## src/rtl/tx_fc_pkg.sv

```systemverilog
// tx_fc_pkg: credit typedefs, mod-2^W credit check and VC index width helper for tx_fc_multi_vc_gate
package tx_fc_pkg;
  localparam int PH_W_DEF = 8;
  localparam int PD_W_DEF = 12;
  localparam int NUM_VC_DEF = 2;
  typedef logic [PH_W_DEF-1:0] ph_credit_t;
  typedef logic [PD_W_DEF-1:0] pd_credit_t;
  function automatic int vc_idx_w(input int n);
    return (n > 1) ? $clog2(n) : 1;
  endfunction
  localparam int VC_IDX_W = vc_idx_w(NUM_VC_DEF);
  // Enough credit when the remaining headroom, taken mod 2^width, lies in the lower half of the ring
  function automatic logic credit_ok(input logic [31:0] limit, input logic [31:0] consumed,
                                     input logic [31:0] req, input int width);
    logic [31:0] mask;
    logic [31:0] half;
    mask = (32'h1 << width) - 32'h1;
    half = 32'h1 << (width - 1);
    return ((limit - consumed - req) & mask) <= half;
  endfunction
endpackage

```

## src/rtl/tx_fc_vc_fifo.sv

```systemverilog
// tx_fc_vc_fifo: per-VC pending-TLP FIFO with show-ahead head; push is refused when full before any pop
module tx_fc_vc_fifo #(
  parameter int DW = 20,
  parameter int DEPTH = 8
) (
  input  logic          clk,
  input  logic          rst,
  input  logic          wr_en,
  input  logic [DW-1:0] wr_data,
  input  logic          rd_en,
  output logic [DW-1:0] rd_data,
  output logic          empty,
  output logic          full
);
  localparam int AW = (DEPTH > 1) ? $clog2(DEPTH) : 1;
  logic [DW-1:0] mem [DEPTH];
  logic [AW-1:0] wp, rp;
  logic [AW:0] cnt;
  logic push, pop;
  assign push = wr_en && !full;
  assign pop = rd_en && !empty;
  assign empty = cnt == '0;
  assign full = cnt == (AW+1)'(DEPTH);
  assign rd_data = mem[rp];
  always_ff @(posedge clk) begin
    if (rst) begin
      wp <= '0;
      rp <= '0;
      cnt <= '0;
    end else begin
      if (push) wp <= wp + AW'(1);
      if (pop) rp <= rp + AW'(1);
      cnt <= cnt + (AW+1)'(push) - (AW+1)'(pop);
    end
  end
  always_ff @(posedge clk) if (push) mem[wp] <= wr_data;
endmodule

```

## src/rtl/tx_fc_multi_vc_gate.sv

```systemverilog
// tx_fc_multi_vc_gate: per-VC FIFOs with PH/PD credit gating, RR arbiter and registered output; TX_FC_STALL_TIMEOUT_EN adds stall_err
module tx_fc_multi_vc_gate import tx_fc_pkg::*; #(
  parameter int NUM_VC = 2,
  parameter int DATA_WIDTH = 16,
  parameter int FIFO_DEPTH = 8,
  parameter int PH_W = 8,
  parameter int PD_W = 12,
  parameter int PD_REQ_W = 4,
  parameter int STALL_LIMIT = 255
) (
  input  logic                           clk,
  input  logic                           rst,
  input  logic [NUM_VC-1:0]              wr_en,
  input  logic [NUM_VC*DATA_WIDTH-1:0]   wr_data,
  input  logic [NUM_VC*PD_REQ_W-1:0]     wr_pd,
  output logic [NUM_VC-1:0]              full,
  output logic [NUM_VC-1:0]              ovf_err,
  input  logic [NUM_VC-1:0]              cl_valid,
  input  logic [NUM_VC*PH_W-1:0]         ph_cl,
  input  logic [NUM_VC*PD_W-1:0]         pd_cl,
  output logic                           out_valid,
  input  logic                           out_ready,
  output logic [DATA_WIDTH-1:0]          out_data,
  output logic [vc_idx_w(NUM_VC)-1:0]    out_vc,
  output logic [NUM_VC*PH_W-1:0]         ph_cc,
  output logic [NUM_VC*PD_W-1:0]         pd_cc
`ifdef TX_FC_STALL_TIMEOUT_EN
  , output logic [NUM_VC-1:0]            stall_err
`endif
);
  localparam int VCW = vc_idx_w(NUM_VC);
  localparam int EW = DATA_WIDTH + PD_REQ_W;
  logic [NUM_VC-1:0] empty, elig, pop;
  logic [DATA_WIDTH-1:0] head_data [NUM_VC];
  logic [VCW-1:0] rr, gnt, idx;
  logic any, load;
  genvar v;
  generate
    for (v = 0; v < NUM_VC; v++) begin : g_vc
      logic [EW-1:0] head;
      logic [PD_REQ_W-1:0] head_pd;
      logic [PH_W-1:0] ph_cl_r, ph_cc_r;
      logic [PD_W-1:0] pd_cl_r, pd_cc_r;
      logic ovf;
      tx_fc_vc_fifo #(.DW(EW), .DEPTH(FIFO_DEPTH)) u_fifo (
        .clk,
        .rst,
        .wr_en(wr_en[v]),
        .wr_data({wr_pd[v*PD_REQ_W +: PD_REQ_W], wr_data[v*DATA_WIDTH +: DATA_WIDTH]}),
        .rd_en(pop[v]),
        .rd_data(head),
        .empty(empty[v]),
        .full(full[v])
      );
      assign head_data[v] = head[DATA_WIDTH-1:0];
      assign head_pd = head[EW-1:DATA_WIDTH];
      assign elig[v] = !empty[v] && credit_ok(32'(ph_cl_r), 32'(ph_cc_r), 32'd1, PH_W) &&
                       (head_pd == '0 || credit_ok(32'(pd_cl_r), 32'(pd_cc_r), 32'(head_pd), PD_W));
      assign pop[v] = load && gnt == VCW'(v);
      assign ph_cc[v*PH_W +: PH_W] = ph_cc_r;
      assign pd_cc[v*PD_W +: PD_W] = pd_cc_r;
      assign ovf_err[v] = ovf;
      always_ff @(posedge clk) begin
        if (rst) begin
          ph_cl_r <= '0;
          pd_cl_r <= '0;
          ph_cc_r <= '0;
          pd_cc_r <= '0;
          ovf <= 1'b0;
        end else begin
          if (cl_valid[v]) begin
            ph_cl_r <= ph_cl[v*PH_W +: PH_W];
            pd_cl_r <= pd_cl[v*PD_W +: PD_W];
          end
          if (pop[v]) begin
            ph_cc_r <= ph_cc_r + PH_W'(1);
            pd_cc_r <= pd_cc_r + PD_W'(head_pd);
          end
          if (wr_en[v] && full[v]) ovf <= 1'b1;
        end
      end
`ifdef TX_FC_STALL_TIMEOUT_EN
      localparam int SW = $clog2(STALL_LIMIT + 1);
      logic [SW-1:0] stall_cnt;
      logic stall;
      assign stall_err[v] = stall;
      always_ff @(posedge clk) begin
        if (rst) begin
          stall_cnt <= '0;
          stall <= 1'b0;
        end else if (!empty[v] && !elig[v]) begin
          if (stall_cnt != SW'(STALL_LIMIT)) stall_cnt <= stall_cnt + SW'(1);
          if (stall_cnt == SW'(STALL_LIMIT - 1)) stall <= 1'b1;
        end else begin
          stall_cnt <= '0;
        end
      end
`endif
    end
  endgenerate
  // First eligible VC at or after the round-robin pointer
  always_comb begin
    gnt = '0;
    idx = '0;
    any = 1'b0;
    for (int k = 0; k < NUM_VC; k++) begin
      idx = VCW'((int'(rr) + k) % NUM_VC);
      if (!any && elig[idx]) begin
        gnt = idx;
        any = 1'b1;
      end
    end
  end
  assign load = (!out_valid || out_ready) && any;
  always_ff @(posedge clk) begin
    if (rst) begin
      out_valid <= 1'b0;
      out_data <= '0;
      out_vc <= '0;
      rr <= '0;
    end else if (load) begin
      out_valid <= 1'b1;
      out_data <= head_data[gnt];
      out_vc <= gnt;
      rr <= VCW'((int'(gnt) + 1) % NUM_VC);
    end else if (out_ready) begin
      out_valid <= 1'b0;
    end
  end
endmodule

```

## config.mk

```make
export PLATFORM = sky130hd
export DESIGN_NAME = tx_fc_multi_vc_gate
export DESIGN_NICKNAME = d
export VERILOG_FILES = /design/src/rtl/tx_fc_pkg.sv /design/src/rtl/tx_fc_vc_fifo.sv /design/src/rtl/tx_fc_multi_vc_gate.sv
export SDC_FILE = /design/constraint.sdc
export NUM_CORES = 1
export LEC_CHECK = 0
export CORE_MARGIN = 1.5
export CORE_UTILIZATION = 50
export CTS_CLUSTER_DIAMETER = 30
export DETAILED_ROUTE_END_ITERATION = 8
export PLACE_DENSITY_LB_ADDON = 0.05
export SYNTH_ARGS = -nofsm -noshare
export SYNTH_HDL_FRONTEND = slang
export SYNTH_HIERARCHICAL = 1
export SYNTH_SLANG_ARGS = --single-unit
```

## constraint.sdc

```tcl
create_clock -name clk -period 5.85 [get_ports clk]
set_clock_uncertainty 0.2 [all_clocks]
set_input_delay 0.585 -clock clk [delete_from_list [all_inputs] [get_ports clk]]
set_output_delay 0.585 -clock clk [all_outputs]
set_load 0.005 [all_outputs]
```

==> results of run 1 <==
==> power by group through the flow <==
| stage | logic [W] | registers (W) | clock network (W) |
|---|---|---|---|
| after floorplan | 0.00142 | 0.00382 | 0 |
| after global placement | 0.00212 | 0.00386 | 0 |
| after detailed placement | 0.00215 | 0.00387 | 0 |
| after CTS | 0.00217 | 0.00382 | 0.00544 |
| after global routing | 0.00245 | 0.00384 | 0.00562 |
| final | 0.00220 | 0.00382 | 0.00536 |
==> metrics by stage <==
| step | area, µm² | hold WS [ns] |
|---|---|---|
| finish | 26600 | 0.269 |
| CTS | 26400 | 0.272 |
| detailed placement | 23200 | 0.262 |
| floorplan | 20900 | 0.238 |
| global route | 26600 | 0.301 |
| global placement | 23200 | 0.254 |
==> metal layers <==
metal	GRT usage, %	up-vias	routed length [µm]
li1	-	6095	-
met2	33.1	326	20700
met3	5.45	76	2690
met1	29.8	6295	20600
met5	0	-	13
met4	6.71	2	901
==> area by class of cell <==
cell class | instances | area, µm²
multi-input cells | 827 | 8030
clock inverters | 63 | 841
fillers | 3076 | 14400
well taps | 532 | 666
repair buffers | 213 | 1970
flip-flops and latches | 447 | 12200
inverters | 123 | 469
clock buffers | 108 | 2430
==> registers in the layout (all words and copies together), names as in the netlist, named ones only <==
| name | cells |
|---|---|
| out_valid | 1 |
| g_vc.u_fifo/rp | 6 |
| g_vc.pd_cc_r | 24 |
| g_vc.ovf | 2 |
| g_vc.u_fifo/wp | 6 |
| g_vc.u_fifo/cnt | 8 |
| g_vc.ph_cl_r | 16 |
| rr | 1 |
| out_vc | 1 |
| g_vc.ph_cc_r | 16 |
| g_vc.u_fifo/mem | 320 |
| g_vc.pd_cl_r | 24 |
| out_data | 16 |
==> cell usage in the layout (no fill, tap or decap), types with 11 or more instances in the layout <==
| cell type | n |
|---|---|
| sky130_fd_sc_hd__mux4_1 | 76 |
| sky130_fd_sc_hd__a21oi_1 | 63 |
| sky130_fd_sc_hd__buf_4 | 66 |
| sky130_fd_sc_hd__edfxtp_1 | 320 |
| sky130_fd_sc_hd__clkinvlp_4 | 11 |
| sky130_fd_sc_hd__inv_6 | 16 |
| sky130_fd_sc_hd__nand2b_1 | 21 |
| sky130_fd_sc_hd__mux2i_1 | 50 |
| sky130_fd_sc_hd__a21o_1 | 12 |
| sky130_fd_sc_hd__dfxtp_1 | 125 |
| sky130_fd_sc_hd__nand2_1 | 44 |
| sky130_fd_sc_hd__o21ai_0 | 33 |
| sky130_fd_sc_hd__or3_1 | 15 |
| sky130_fd_sc_hd__xnor2_1 | 20 |
| sky130_fd_sc_hd__clkbuf_16 | 92 |
| sky130_fd_sc_hd__inv_1 | 115 |
| sky130_fd_sc_hd__mux2_2 | 40 |
| sky130_fd_sc_hd__a221o_1 | 17 |
| sky130_fd_sc_hd__nand4_1 | 12 |
| sky130_fd_sc_hd__ha_1 | 79 |
| sky130_fd_sc_hd__clkdlybuf4s50_1 | 147 |
| sky130_fd_sc_hd__nand3_1 | 19 |
| sky130_fd_sc_hd__nor2_1 | 93 |
| sky130_fd_sc_hd__nor3b_1 | 17 |
| sky130_fd_sc_hd__nor2b_1 | 17 |
| sky130_fd_sc_hd__bufinv_16 | 12 |
==> cells by family after synthesis <==
group / after synthesis / synth area share [%]
AO/OA/AOI/OAI: 207 / 6.88
XOR/XNOR: 32 / 1.41
adder cells (fa/ha/maj): 98 / 6.41
buffers and inverters: 179 / 3.76
flip-flops: 447 / 58.5
multiplexers: 183 / 15.4
AND/OR/NAND/NOR: 307 / 7.65
==> worst max-delay path: cells and delay by family, from the launching register on <==
family                     cells  cell delay [ns]
muxes                          2             0.82
adders and majority gates      5             1.69
and+or+nand+nor                6             1.23
buffers and inverters          4             0.27
AOI/OAI and AO/OA              3             0.59
DFF                            1             0.39
xor gates and xnor gates       2             0.26
==> final timing paths <==
| kind | from | to | slack (ns) | cells past startpoint |
|---|---|---|---|---|
| worst max-delay path | flip-flop | g_vc[0].u_fifo/cnt[1] | 0.26 | 22 |
| worst min-delay path | g_vc[1].ovf | g_vc[1].ovf | 0.27 | 2 |
| worst max register to register | flip-flop | g_vc[0].u_fifo/cnt[1] | 0.26 | 22 |
| worst min register to register | g_vc[1].ovf | g_vc[1].ovf | 0.27 | 2 |
==> what timing repair did <==
item                       4_1_cts  5_1_grt
resized for setup                5        7
pin swaps                        0        8
setup endpoints to repair        6        6
setup buffers                    0       10
==> impl_summary.log, run 1 <==
INFO  metric synth.yosys.warnings = 6
INFO  metric fin_total_pwr = approximately 0.011 W
INFO  metric slew_headroom = roughly 43%
INFO  metric drcViolationCount = 0
INFO  metric via_per_inst = approximately 5.5
INFO  metric status = finished, final reports clean
INFO  metric synth-seq-area-share = between 50% and 60%
INFO  metric dieHeight = between 200 and 250 µm
INFO  metric timing.fmax = roughly 0.18 GHz
INFO  metric clk_path_buf_depth = 3
INFO  metric final-instance-count-excl-fill = roughly 2300
INFO  metric ys_seq_elements = 447
INFO  metric endpoint_type_of_the_worst_setup_path = flip-flop
INFO  metric power_density = about 430 nW/µm²
INFO  metric synth-edff-count = 320
INFO  metric most_common_cell_in_the_netlist = sky130_fd_sc_hd__edfxtp_1
INFO  metric post_synth_most_frequent_cells = sky130_fd_sc_hd__edfxtp_1 (320), sky130_fd_sc_hd__dfxtp_1 (127), sky130_fd_sc_hd__inv_1 (119)
INFO  metric synth_top_area_share = between 40% and 50%
INFO  metric worstSetupPathType = flip-flop to flip-flop
INFO  metric ctsHtreeMaxLevel = 3
INFO  metric vdd_ir_drop_max = a little under 400 µV
INFO  metric floorplan.initialDensity = about half
INFO  metric setup_repair_after_global_routing_missed_its_margin = no
INFO  metric power.switching_fraction = 27.3%
INFO  metric routed_wire_length_per_instance = 19.4 µm
INFO  metric worst_setup_slack_after_placement = -0.193 ns
INFO  metric fin_nets = around 1900
INFO  metric finalWorstPathRequiredPeriod = roughly 5.6 ns
INFO  metric layout_worst_path_cycle_share = a little over nine tenths
INFO  metric detail_route.iter0.violations = a little over 800
INFO  metric cts_buffers = 92
INFO  metric setup_viol = 0
INFO  metric global_route_wire_length_before_repair = between 60 and 70 mm
INFO  metric area_delta_synth_final = 27.8%
INFO  metric seq_power_share = approximately 34%
INFO  metric hp-class = flip-flop to flip-flop
INFO  metric setup_slack_of_the_critical_path_after_layout = 0.262 ns
INFO  metric grt_antenna_before_repair = 2
INFO  metric syn_inst = 1453
INFO  metric final_core_utilization = about two thirds
INFO  metric maxCapViolCount = 0
INFO  metric chipWidth = a little over 200 µm
INFO  metric cp_slowest_stage_delay = approximately 0.52 ns
INFO  metric layout-drive-gt1-share = 19.1%
INFO  metric first_drt_pass_iteration_count = 8
INFO  metric power.net_switching = 0.00310 W
INFO  metric timing.critical_path.cells = mux4_2 > mux2_4 > inv_2 > fa_1 > inv_1 > ha_2 > nor2_2 > fa_2 > xor2_2 > o2111ai_2 > nor4_2 > nand4_1 > or4_4 > a211oi_4 > o21ai_4 > inv_8 > nor2b_4 > xnor2_2 > ha_2 > inv_2 > fa_2 > nor2_1
INFO  metric postRouteWirelength = about 45 mm
INFO  metric crit_fanout = 7
INFO  metric global_route.usage.total = a little over a fifth
INFO  metric synth.top_cells.by_area = sky130_fd_sc_hd__edfxtp_1 (46%), sky130_fd_sc_hd__dfxtp_1 (12%), sky130_fd_sc_hd__mux4_1 (10%)
INFO  metric placedCellCount = approximately 2100
INFO  metric worst_ep_required_time = between 6 and 7 ns
INFO  metric timing.critical_path.arrival = 5.86 ns
INFO  metric grt-ovfl-total = 0
INFO  metric yosys.cell_types.count = 80
INFO  metric die_outline_area = ~43000 µm²
INFO  metric syn_nets = about 1600
INFO  metric hold_violations = 0
INFO  metric grt_max_degree = 71
INFO  metric worstMarginPinSlew = approximately 0.85 ns
INFO  metric clk-insertion-delay-late = around 0.63 ns
INFO  metric crit_path_top_delay_cell = sky130_fd_sc_hd__mux4_2
INFO  metric clk_transition_reported_paths = ~0.040 ns
INFO  metric dominantRegCellSynth = sky130_fd_sc_hd__edfxtp_1
INFO  metric ys_async_sr_fraction = 0%
INFO  metric dpl_wire_length = between 20 and 30 mm
INFO  metric port_buffers = around 150
INFO  metric first_global_vias = between 10000 and 15000
INFO  metric globalplace.congestion = 0.872
INFO  metric cellLeakagePower = approximately 9.8 nW
INFO  metric cts.sinks = 447
INFO  metric cts_hold_repair.buffers = 0
INFO  metric clock_network_fraction_of_design_power = a little under half
INFO  metric n_antenna_cell = 0
INFO  metric design.portCount = 149
INFO  metric clock_tree_from_tritoncts = yes
INFO  metric pwr-share-comb = 19.4%
INFO  metric synthesis.area_per_instance = 14.3 µm²
INFO  metric fp.coreArea = 40900 µm²
INFO  metric timing.setup.tns = 0 ns
INFO  metric netlist.top_cell.by_area = sky130_fd_sc_hd__edfxtp_1
INFO  metric intPower = a little over 0.008 W
INFO  metric detail-route-antenna-nets = 0
INFO  metric dr_total_vias = about 13000
INFO  metric worst_setup_path_start_kind = flip-flop
INFO  metric core.rowCount = 74
INFO  metric synth_area = between 20000 and 25000 µm²
INFO  metric root_buffer = sky130_fd_sc_hd__clkbuf_16
INFO  metric finalMaxSlewViolations = 0
(Power assumes the default switching activity.)
==> run 2, diff against run 1 <==
--- a/config.mk
+++ b/config.mk
@@ -5,8 +5,10 @@
 export SDC_FILE = /design/constraint.sdc
 export NUM_CORES = 1
 export LEC_CHECK = 0
-export CORE_MARGIN = 1.5
-export CORE_UTILIZATION = 50
+export CELL_PAD_IN_SITES_DETAIL_PLACEMENT = 1
+export CELL_PAD_IN_SITES_GLOBAL_PLACEMENT = 1
+export CORE_MARGIN = 2
+export CORE_UTILIZATION = 45
 export CTS_CLUSTER_DIAMETER = 30
 export DETAILED_ROUTE_END_ITERATION = 8
 export PLACE_DENSITY_LB_ADDON = 0.05
==> run 2 against run 1 <==
Power shrank 0.61%. Clock-buffer cell count grew 14. Clock power is essentially flat. Die area grew 12%. Fmax grew 0.31%. Sequential share of layout area grew 0.11 points. Hold slack gained 0.023 ns. Register-to-register slack gained 0.02 ns.
==> impl_summary.log, run 2 (same netlist as run 1, synthesis figures left out) <==
INFO  metric status = finished, final reports clean
INFO  metric floorplan.initialDensity = 45.7%
INFO  metric fp.coreArea = between 40000 and 50000 µm²
INFO  metric power.net_switching = between 0.003 and 0.004 W
INFO  metric layout_worst_path_cycle_share = around 95%
INFO  metric design.portCount = 149
INFO  metric fin_total_pwr = between 0.01 and 0.015 W
INFO  metric endpoint_type_of_the_worst_setup_path = flip-flop
INFO  metric seq_power_share = between 30% and 40%
INFO  metric setup_slack_of_the_critical_path_after_layout = between 0.2 and 0.3 ns
INFO  metric worstMarginPinSlew = 1.00 ns
INFO  metric layout.cells.most_common_list = sky130_fd_sc_hd__edfxtp_1 (320), sky130_fd_sc_hd__clkdlybuf4s50_1 (147), sky130_fd_sc_hd__dfxtp_1 (125)
INFO  metric core.rowCount = 78
INFO  metric worst_ep_required_time = between 6 and 7 ns
INFO  metric pwr-share-comb = a little under a fifth
INFO  metric detail_route.iter0.violations = around 660
INFO  metric via_per_inst = 5.42
INFO  metric clock_network_fraction_of_design_power = between 40 and 50%
INFO  metric dr_total_vias = approximately 13000
INFO  metric grt_max_degree = 65
INFO  metric vdd_ir_drop_max = approximately 400 µV
INFO  metric detail-route-antenna-nets = 0
INFO  metric slew_headroom = between 30% and 40%
INFO  metric grt-ovfl-total = 0
INFO  metric global_route_wire_length_before_repair = 76.8 mm
INFO  metric power.switching_fraction = ~28%
INFO  metric worst_hold_slack = between 0.2 and 0.3 ns
INFO  metric first_global_vias = approximately 14000
INFO  metric port_buffers = roughly 150
INFO  metric chipWidth = between 200 and 250 µm
INFO  metric finalMaxSlewViolations = 0
INFO  metric die_outline_area = 47900 µm²
INFO  metric dpl_wire_length = a little over 30 mm
INFO  metric fin_nets = about 1900
INFO  metric worst_setup_path_start_kind = flip-flop
INFO  metric final-instance-count-excl-fill = between 2000 and 2500
INFO  metric global_route.usage.total = 21.0%
INFO  metric dieHeight = 219 µm
INFO  metric setup_repair_after_global_routing_missed_its_margin = no
INFO  metric layout.filler_cells = approximately 4400
INFO  metric placedCellCount = between 2000 and 2500
INFO  metric power_density = 427 nW/µm²
INFO  metric mostFrequentLayoutCell = sky130_fd_sc_hd__edfxtp_1
INFO  metric maxCapViolCount = 0
INFO  metric cts_hold_repair.buffers = 0
INFO  metric timing.critical_path.arrival = between 5 and 6 ns
INFO  metric cts_buffers = ~100
INFO  metric worst_setup_slack_after_placement = about 0.03 ns
INFO  metric clk_transition_reported_paths = 0.04 ns
INFO  metric drcViolationCount = 0
INFO  metric crit_fanout = 6
INFO  metric setup_viol = 0
INFO  metric clock_tree_from_tritoncts = yes
INFO  metric layout-drive-gt1-share = between 10% and 20%
INFO  metric clk-insertion-delay-late = between 0.6 and 0.7 ns
INFO  metric timing.fmax = ~0.18 GHz
INFO  metric cts.sinks = about 450
INFO  metric intPower = a little over 0.008 W
INFO  metric area_delta_synth_final = 27.5%
INFO  metric largest_registers = g_vc.u_fifo/mem (320), g_vc.pd_cc_r (24), g_vc.pd_cl_r (24)
INFO  metric final_core_utilization = about 58%
INFO  metric postRouteWirelength = 49.2 mm
INFO  metric largest_reg_flops = 320
INFO  metric hp-class = flip-flop to flip-flop
INFO  metric finalWorstPathRequiredPeriod = about 5.6 ns
INFO  metric grt_antenna_before_repair = 2
INFO  metric first_drt_pass_iteration_count = 5
INFO  metric n_antenna_cell = 0
INFO  metric routed_wire_length_per_instance = between 20 and 25 µm
INFO  metric ctsHtreeMaxLevel = 3
INFO  metric clk_path_buf_depth = 3
INFO  metric largest_register = g_vc.u_fifo/mem
INFO  metric worstSetupPathType = flip-flop to flip-flop
INFO  metric globalplace.congestion = about 0.8
INFO  metric root_buffer = sky130_fd_sc_hd__clkbuf_16
INFO  metric hold_violations = 0
INFO  metric cellLeakagePower = between 9 and 10 nW
-- run 2: cell count changes in the layout (fill, tap and decap cells not counted), sizes merged --
cell,before,now
bufinv,12,6
clkbuf,108,122
buf,66,41
clkinvlp,11,13
clkinv,22,32
inv,141,134
-- run 2: area by class of cell --
class	instances	area (µm²)	share of cell area, %
timing repair buffer	188	1780	6.71
multi-input combinational	827	8030	30.3
sequential	447	12200	45.9
clock inverter	62	637	2.40
clock buffer	122	2680	10.1
inverter	123	469	1.77
tap	600	751	2.83
-- run 2: worst paths after layout --
path	end	slack [ns]	depth (start not counted)	from
setup / recovery	g_vc[1].u_fifo/cnt[1]	0.28	22	flip-flop
hold / removal	g_vc[0].pd_cl_r[8]	0.29	2	g_vc[0].pd_cl_r[8]
setup reg to reg	g_vc[1].u_fifo/cnt[1]	0.28	22	flip-flop
hold reg to reg	g_vc[0].pd_cl_r[8]	0.29	2	g_vc[0].pd_cl_r[8]
-- run 2: through the flow --
stage          cell area (µm²)  setup TNS, ns
3_5_place_dp             23100              0
6_report                 26500              0
5_1_grt                  26500              0
3_3_place_gp             23100              0
4_1_cts                  26400              0
2_1_floorplan            20900        -0.0824
-- run 2: per-layer routing --
layer	share of wire [%]	GRT usage, %	up-vias
met2	48	34.5	267
li1	-	-	6058
met4	1.8	5.92	2
met5	0.026	0	-
met1	45	27.7	6436
met3	4.7	5.07	73
-- run 2: critical path, stage by stage, from the launching register on --
cell and delay [ns]:
sky130_fd_sc_hd__dfxtp_4 0.39, sky130_fd_sc_hd__mux4_2 0.50, sky130_fd_sc_hd__mux2_4 0.30, sky130_fd_sc_hd__inv_2 0.07, sky130_fd_sc_hd__fa_1 0.42, sky130_fd_sc_hd__inv_1 0.07, sky130_fd_sc_hd__ha_2 0.18, sky130_fd_sc_hd__nor2_2 0.05
sky130_fd_sc_hd__fa_2 0.33, sky130_fd_sc_hd__nand2b_4 0.18, sky130_fd_sc_hd__a21oi_2 0.14, sky130_fd_sc_hd__nand4_1 0.07, sky130_fd_sc_hd__or4_1 0.54, sky130_fd_sc_hd__a2111oi_2 0.25, sky130_fd_sc_hd__a31oi_2 0.18, sky130_fd_sc_hd__or3_4 0.40
sky130_fd_sc_hd__inv_2 0.06, sky130_fd_sc_hd__nor2b_4 0.17, sky130_fd_sc_hd__xnor2_2 0.12, sky130_fd_sc_hd__ha_2 0.21, sky130_fd_sc_hd__inv_2 0.04, sky130_fd_sc_hd__fa_2 0.51, sky130_fd_sc_hd__nor2_1 0.04
-- run 2: timing repair --
item,CTS,global route
setup buffers,0,1
setup endpoints to repair,1,6
resized for setup,2,11
pin swaps,0,5
-- run 2: power groups by stage --
stage               sequential [W]  clock [W]  combinational (W)
floorplan                  0.00382          0            0.00142
global placement           0.00387          0            0.00208
detailed placement         0.00387          0            0.00214
CTS                        0.00382    0.00544            0.00216
global route               0.00385    0.00560            0.00240
finish                     0.00382    0.00534            0.00214
